<file path="src/rtl/lstm_pkg.sv">
// ----------------------------------------------------------------------------
// lstm_pkg
// Shared definitions for the LSTM training sequencers (fsm_bp and the address
// generators). Holds the default layer sizing, the weight-update state
// encoding and a helper that sizes loop counters.
// ----------------------------------------------------------------------------
package lstm_pkg;

    // Default layer sizing shared by the sequencers
    localparam int ADDR_WIDTH_DEF = 12;
    localparam int TIMESTEP_DEF   = 7;
    localparam int NUM_CELL_DEF   = 8;
    localparam int NUM_INPUT_DEF  = 53;
    localparam int UPD_DELAY_DEF  = 2;

    // Weight-update sequencer states
    typedef enum logic [1:0] {
        ST_IDLE = 2'd0,
        ST_ACC  = 2'd1,
        ST_WAIT = 2'd2,
        ST_WR   = 2'd3
    } upd_state_e;

    // Bits needed to hold 0..max_val; never less than one bit.
    function automatic int cnt_width(input int max_val);
        return (max_val < 1) ? 1 : $clog2(max_val + 1);
    endfunction

endpackage

</file>
<file path="src/rtl/addr_gen_upd_w_cnt_wrap.sv">
// ----------------------------------------------------------------------------
// cnt_wrap
// Loop counter running 0..MAX_VAL and wrapping back to 0.
//
// Ports:
//   clk_i   : clock
//   rst_i   : synchronous active-high reset (count -> 0)
//   en_i    : advance the count by one (wraps after MAX_VAL)
//   clr_i   : synchronous clear (count -> 0), takes priority over en_i
//   cnt_o   : current count
//   wrap_o  : count is at MAX_VAL, so the next enabled step wraps to 0
// ----------------------------------------------------------------------------
module cnt_wrap #(
    parameter int MAX_VAL = 1,
    parameter int WIDTH   = lstm_pkg::cnt_width(MAX_VAL)
) (
    input  logic             clk_i,
    input  logic             rst_i,
    input  logic             en_i,
    input  logic             clr_i,
    output logic [WIDTH-1:0] cnt_o,
    output logic             wrap_o
);

    localparam logic [WIDTH-1:0] MAX_C = WIDTH'(MAX_VAL);

    logic [WIDTH-1:0] cnt_q;
    logic [WIDTH-1:0] cnt_d;

    assign wrap_o = (cnt_q == MAX_C);
    assign cnt_o  = cnt_q;

    always_comb begin
        cnt_d = cnt_q;
        if (clr_i) begin
            cnt_d = '0;
        end else if (en_i) begin
            cnt_d = wrap_o ? '0 : cnt_q + 1'b1;
        end
    end

    always_ff @(posedge clk_i) begin
        if (rst_i) begin
            cnt_q <= '0;
        end else begin
            cnt_q <= cnt_d;
        end
    end

endmodule

</file>
<file path="src/rtl/addr_gen_upd_w.sv">
// ----------------------------------------------------------------------------
// addr_gen_upd_w
// Address generator / sequencer for the LSTM weight-gradient update pass.
// For every weight element W[j][i] it streams TIMESTEP accumulate cycles
// (dgate[t][j] * x[t][i]), waits DELAY cycles for the MAC/update latency,
// then issues one write of the updated element. Element order is i inner,
// j outer. Addresses are built with stride adders only.
//
// Ports:
//   clk      : clock, rising edge
//   rst      : synchronous active-high reset, aborts a pass immediately
//   start    : one-cycle request for a full pass (ignored while busy)
//   o_addr_d : delta-gate read address  t*NUM_CELL  + j
//   o_addr_x : input/hidden read address t*NUM_INPUT + i
//   o_addr_w : weight address j*NUM_INPUT + i (old-weight read and write)
//   acc      : MAC accumulate enable
//   rst_acc  : MAC accumulator clear
//   wr_w     : weight write strobe
//   busy     : pass in progress
//   done     : one-cycle pulse after the final write
// All outputs are registered.
// ----------------------------------------------------------------------------
module addr_gen_upd_w
    import lstm_pkg::*;
#(
    parameter int ADDR_WIDTH = ADDR_WIDTH_DEF,
    parameter int TIMESTEP   = TIMESTEP_DEF,
    parameter int NUM_CELL   = NUM_CELL_DEF,
    parameter int NUM_INPUT  = NUM_INPUT_DEF,
    parameter int DELAY      = UPD_DELAY_DEF
) (
    input  logic                  clk,
    input  logic                  rst,
    input  logic                  start,
    output logic [ADDR_WIDTH-1:0] o_addr_d,
    output logic [ADDR_WIDTH-1:0] o_addr_x,
    output logic [ADDR_WIDTH-1:0] o_addr_w,
    output logic                  acc,
    output logic                  rst_acc,
    output logic                  wr_w,
    output logic                  busy,
    output logic                  done
);

    localparam int TW = cnt_width(TIMESTEP - 1);
    localparam int IW = cnt_width(NUM_INPUT - 1);
    localparam int JW = cnt_width(NUM_CELL - 1);
    // With DELAY=0 the WAIT state is never entered; the counter is kept at a
    // legal size so the structure is identical for every parameter set.
    localparam int DMAX = (DELAY > 0) ? DELAY - 1 : 0;
    localparam int DW   = cnt_width(DMAX);

    localparam logic [ADDR_WIDTH-1:0] STRIDE_D = ADDR_WIDTH'(NUM_CELL);
    localparam logic [ADDR_WIDTH-1:0] STRIDE_X = ADDR_WIDTH'(NUM_INPUT);

    upd_state_e state_q;

    logic [TW-1:0] t_cnt;
    logic [IW-1:0] i_cnt;
    logic [JW-1:0] j_cnt;
    logic [DW-1:0] d_cnt;
    logic          t_wrap, i_wrap, j_wrap, d_wrap;
    logic          t_en, i_en, j_en, d_en, cnt_clr;

    // Row base j*NUM_INPUT of the current element
    logic [ADDR_WIDTH-1:0] w_row_q;

    // Starting (t=0) addresses of the element after the current one
    logic [ADDR_WIDTH-1:0] x_first;
    logic [ADDR_WIDTH-1:0] d_first;
    logic                  last_elem;

    // Only the wrap flags of t and d drive the sequencing
    logic unused_cnt;
    assign unused_cnt = ^{t_cnt, d_cnt};

    assign t_en    = (state_q == ST_ACC);
    assign d_en    = (state_q == ST_WAIT);
    assign i_en    = (state_q == ST_WR);
    assign j_en    = i_en & i_wrap;
    assign cnt_clr = (state_q == ST_IDLE);

    cnt_wrap #(.MAX_VAL(TIMESTEP - 1), .WIDTH(TW)) u_cnt_t (
        .clk_i (clk), .rst_i (rst), .en_i (t_en), .clr_i (cnt_clr),
        .cnt_o (t_cnt), .wrap_o (t_wrap)
    );

    cnt_wrap #(.MAX_VAL(NUM_INPUT - 1), .WIDTH(IW)) u_cnt_i (
        .clk_i (clk), .rst_i (rst), .en_i (i_en), .clr_i (cnt_clr),
        .cnt_o (i_cnt), .wrap_o (i_wrap)
    );

    cnt_wrap #(.MAX_VAL(NUM_CELL - 1), .WIDTH(JW)) u_cnt_j (
        .clk_i (clk), .rst_i (rst), .en_i (j_en), .clr_i (cnt_clr),
        .cnt_o (j_cnt), .wrap_o (j_wrap)
    );

    cnt_wrap #(.MAX_VAL(DMAX), .WIDTH(DW)) u_cnt_d (
        .clk_i (clk), .rst_i (rst), .en_i (d_en), .clr_i (cnt_clr),
        .cnt_o (d_cnt), .wrap_o (d_wrap)
    );

    assign last_elem = i_wrap & j_wrap;

    // At t=0 the x address is just i and the delta address is just j;
    // stepping i either adds one or wraps to 0 and moves j on by one.
    always_comb begin
        x_first = i_wrap ? '0 : ADDR_WIDTH'(i_cnt) + 1'b1;
        d_first = ADDR_WIDTH'(j_cnt);
        if (i_wrap) begin
            d_first = j_wrap ? '0 : ADDR_WIDTH'(j_cnt) + 1'b1;
        end
    end

    always_ff @(posedge clk) begin
        if (rst) begin
            state_q  <= ST_IDLE;
            o_addr_d <= '0;
            o_addr_x <= '0;
            o_addr_w <= '0;
            w_row_q  <= '0;
            acc      <= 1'b0;
            rst_acc  <= 1'b1;
            wr_w     <= 1'b0;
            busy     <= 1'b0;
            done     <= 1'b0;
        end else begin
            done <= 1'b0;
            case (state_q)
                ST_IDLE: begin
                    if (start) begin
                        state_q  <= ST_ACC;
                        o_addr_d <= '0;
                        o_addr_x <= '0;
                        o_addr_w <= '0;
                        w_row_q  <= '0;
                        acc      <= 1'b1;
                        rst_acc  <= 1'b0;
                        busy     <= 1'b1;
                    end
                end

                ST_ACC: begin
                    if (t_wrap) begin
                        // Last timestep: addresses hold until the write
                        acc <= 1'b0;
                        if (DELAY == 0) begin
                            state_q <= ST_WR;
                            wr_w    <= 1'b1;
                            rst_acc <= 1'b1;
                        end else begin
                            state_q <= ST_WAIT;
                        end
                    end else begin
                        o_addr_d <= o_addr_d + STRIDE_D;
                        o_addr_x <= o_addr_x + STRIDE_X;
                    end
                end

                ST_WAIT: begin
                    if (d_wrap) begin
                        state_q <= ST_WR;
                        wr_w    <= 1'b1;
                        rst_acc <= 1'b1;
                    end
                end

                ST_WR: begin
                    wr_w <= 1'b0;
                    if (last_elem) begin
                        state_q  <= ST_IDLE;
                        o_addr_d <= '0;
                        o_addr_x <= '0;
                        o_addr_w <= '0;
                        w_row_q  <= '0;
                        busy     <= 1'b0;
                        done     <= 1'b1;
                    end else begin
                        state_q  <= ST_ACC;
                        acc      <= 1'b1;
                        rst_acc  <= 1'b0;
                        o_addr_d <= d_first;
                        o_addr_x <= x_first;
                        // i wrapping moves the weight address to the next row
                        if (i_wrap) begin
                            w_row_q  <= w_row_q + STRIDE_X;
                            o_addr_w <= w_row_q + STRIDE_X;
                        end else begin
                            o_addr_w <= o_addr_w + 1'b1;
                        end
                    end
                end

                default: begin
                    state_q <= ST_IDLE;
                end
            endcase
        end
    end

endmodule

</file>
<file path="config.mk">
export PLATFORM = sky130hd
export DESIGN_NAME = addr_gen_upd_w
export DESIGN_NICKNAME = d
export VERILOG_FILES = /design/src/rtl/lstm_pkg.sv /design/src/rtl/addr_gen_upd_w_cnt_wrap.sv /design/src/rtl/addr_gen_upd_w.sv
export SDC_FILE = /design/constraint.sdc
export NUM_CORES = 1
export LEC_CHECK = 0
export BUFFER_PORTS_ARGS = -buffer_cell sky130_fd_sc_hd__buf_2
export CELL_PAD_IN_SITES_DETAIL_PLACEMENT = 1
export CELL_PAD_IN_SITES_GLOBAL_PLACEMENT = 1
export CORE_ASPECT_RATIO = 1.4
export CORE_MARGIN = 4
export CORE_UTILIZATION = 47
export DETAILED_ROUTE_END_ITERATION = 16
export PLACE_DENSITY = 0.91
export SKIP_CTS_REPAIR_TIMING = 1
export SYNTH_ARGS = -nofsm -noshare
export SYNTH_HDL_FRONTEND = slang
export SYNTH_HIERARCHICAL = 1
export SYNTH_SLANG_ARGS = --single-unit
</file>
<file path="constraint.sdc">
create_clock -name clk -period 4.58 [get_ports clk]
set_input_delay 0.916 -clock clk [delete_from_list [all_inputs] [get_ports clk]]
set_output_delay 0.916 -clock clk [all_outputs]
set_load 0.1 [all_outputs]
</file>
==> results.tsv <==
metric	value	unit
die_w	83.5	um
power	1.98	mW
cts_tree	yes	
rr_startpoint	state_q[0]	
nets	514	
dr_total_vias	3564	
leakage	1.58	nW
synth.largest_area_cell	dfxtp_1	
ys_seq_area_frac	0.363	
reg2regPathDepth	7	
swShare	0.478	
place.gp.congestion	0.816	
max_freq	345	MHz
synth_cell_types	52	
min_path_cells	2	
status	finished, final reports clean	
antenna_found_initial	0	
grt_pass1_wl	18.0	mm
finalWorstSetupSlack	1680	ps
slew_headroom	0.183	
row_count	38	
cts-root-buf	clkbuf_8	
top_usage_layer	met2	
reg2reg_slack	1680	ps
area_growth	10.3	%
cts_buffer_depth	2	
grtUsageTotal	0.236	
synth_edf_count	0	
yosys_warnings	6	
ant_nets	0	
ys_seq_elements	68	
first_global_vias	3723	
dr.pass1.iters	4	
worstPathMaxFanout	22	
coreArea	0.00775	mm^2
worstPathArrival	3110	ps
drcViolationCount	0	
startpoint_type	register	
p_sw	0.949	mW
async_flop_share	0	
utilization	0.534	
register_area	0.00136	mm^2
cts_sinks	68	
ys_top_cells_by_count	68 x dfxtp_1, 60 x nor2_1, 41 x nand2_1	
power_frac_clock	0.212	
sequentialPowerShare	0.350	
grt_overflow	0	
use_met2	0.445	
dp_hpwl	7.65	mm
multi_input_area	0.00223	mm^2
dp_slack	1720	ps
dpl.cell_count	584	
reg2reg_to	o_addr_x[5]	
tns	0	ps
syn-num-nets	484	
wl_per_cell	17.9	um
met3_usage	0.0462	
viasPerCell	5.95	
placedInstanceArea	0.00399	mm^2
io_buffer_count	43	
rsz0062_at_grt	no	
n_fill_cell	986	
cts-htree-levels	3	
syn_inst	465	
hold_path_class	register to register	
drt_iter0_markers	227	
grt_max_degree	54	
fin_skew	9.01	ps
finalHoldViolCount	0	
synth_area	0.00375	mm^2
wirelength	10.7	mm
critPathCaptureType	register	
clock_latency	360	ps
start_util	0.484	
drive_gt1_frac	0.134	
diodes	0	
worst_pin_slew	1220	ps
num_io_pins	44	
stdcell_area	0.00414	mm^2
synth_area_leaders	dfxtp_1 36%, nor2_1 6.0%, ha_1 5.3%	
stdcell_count	599	
combPwrFrac	0.438	
die_h	114	um
syn_area_per_cell	8.07	um^2
yosysMostFrequentCell	dfxtp_1	
fin_crit_sh	0.633	
period_minus_slack	2900	ps
hold_end	w_row_q[1]	
cap_violations	0	
worstPathRequired	4790	ps
hold_ws	491	ps
path_clk_slew	80	ps
drv_slew	0	
use_met1	0.244	
power.density	480	mW/mm^2
setup_viol	0	
synth_top_flop_cell	dfxtp_1	
intPower	1.04	mW
die-area	0.00949	mm^2
ir_worst_vdd	0.314	mV
cts_buffers	9	
synth_top_area_frac	0.363	
path_class	register to register	
hold_start	w_row_q[1]	
-- critical path, stage by stage, from the launching register on --
cell      delay (ps)
dfxtp_1          380
inv_1            130
ha_1             430
nor2b_4          270
nor3_2           960
o311ai_0         330
nand2_1          160
a31oi_1           80
-- sequential cells by signal (all words and copies together), names as in the netlist --
register,flops
acc,1
busy,1
done,1
o_addr_d,12
o_addr_w,12
o_addr_x,12
rst_acc,1
state_q,2
u_cnt_d/cnt_o,1
u_cnt_i/cnt_o,6
u_cnt_j/cnt_o,3
u_cnt_t/cnt_o,3
w_row_q,12
wr_w,1
-- worst max path at each step --
| stage | cells past startpoint | from | slack, ps | to |
|---|---|---|---|---|
| 2_1_floorplan | 8 | state_q[0] | 2280 | w_row_q[11] |
| 3_3_place_gp | 6 | start | 1820 | o_addr_x[5] |
| 3_5_place_dp | 7 | state_q[0] | 1720 | o_addr_x[5] |
| 4_1_cts | 7 | state_q[1] | 1680 | o_addr_x[5] |
| 5_1_grt | 7 | state_q[1] | 1290 | o_addr_x[5] |
| 6_report | 7 | state_q[0] | 1680 | o_addr_x[5] |
-- power groups by stage --
stage	logic (mW)	clock network [mW]	registers, mW
floorplan	0.458	0	0.940
global placement	0.829	0	0.702
detailed placement	0.860	0	0.706
CTS	0.871	0.429	0.693
global route	0.945	0.454	0.701
finish	0.870	0.420	0.695
-- placed cells by master (no fill, tap or decap), types with 2 or more instances in the layout --
cell type / count
inv_1: 12
xor2_1: 19
xnor2_1: 11
dfxtp_1: 68
nand2b_1: 13
buf_2: 43
nor2_1: 60
a32oi_1: 2
o22ai_1: 2
nor3_2: 3
clkinv_2: 3
clkbuf_1: 3
nor3_1: 12
nand3b_1: 6
a21oi_1: 32
clkbuf_8: 9
ha_1: 16
nor4_1: 4
a22oi_1: 10
o32ai_1: 6
and2_1: 2
nor2b_1: 4
a211oi_1: 2
o221ai_1: 5
o31ai_1: 2
nand2_1: 41
a31oi_1: 7
or3_1: 10
nand3_1: 20
nand4b_1: 2
mux2i_1: 6
a221oi_1: 2
o21ai_0: 25
and3_1: 4
nor3b_1: 3
nand4_1: 12
-- cells by family (layout without fill, tap and decap cells) --
kind of cell,Yosys count,count (layout),share of synthesized area
multiplexers,7,7,0.0190
buffers and inverters,37,71,0.0430
AO/OA/AOI/OAI,103,103,0.173
AND/OR/NAND/NOR,204,204,0.278
XOR/XNOR,30,30,0.0700
flip-flops,68,68,0.363
adder cells (fa/ha/maj),16,16,0.0534
-- cell type report --
cell class,instances,share of cell area
flip-flops and latches,68,0.329
clock inverters,3,0.00363
inverters,12,0.0109
repair buffers,44,0.0538
multi-input cells,360,0.540
well taps,100,0.0302
clock buffers,12,0.0327
-- metal layers --
layer  part of all wire  vias up
met3              0.030       23
met4              0.032        0
li1                   -     1719
met5                  0        -
met2               0.55       58
met1               0.39     1764
Note: power is estimated with default switching activity, not from simulation.
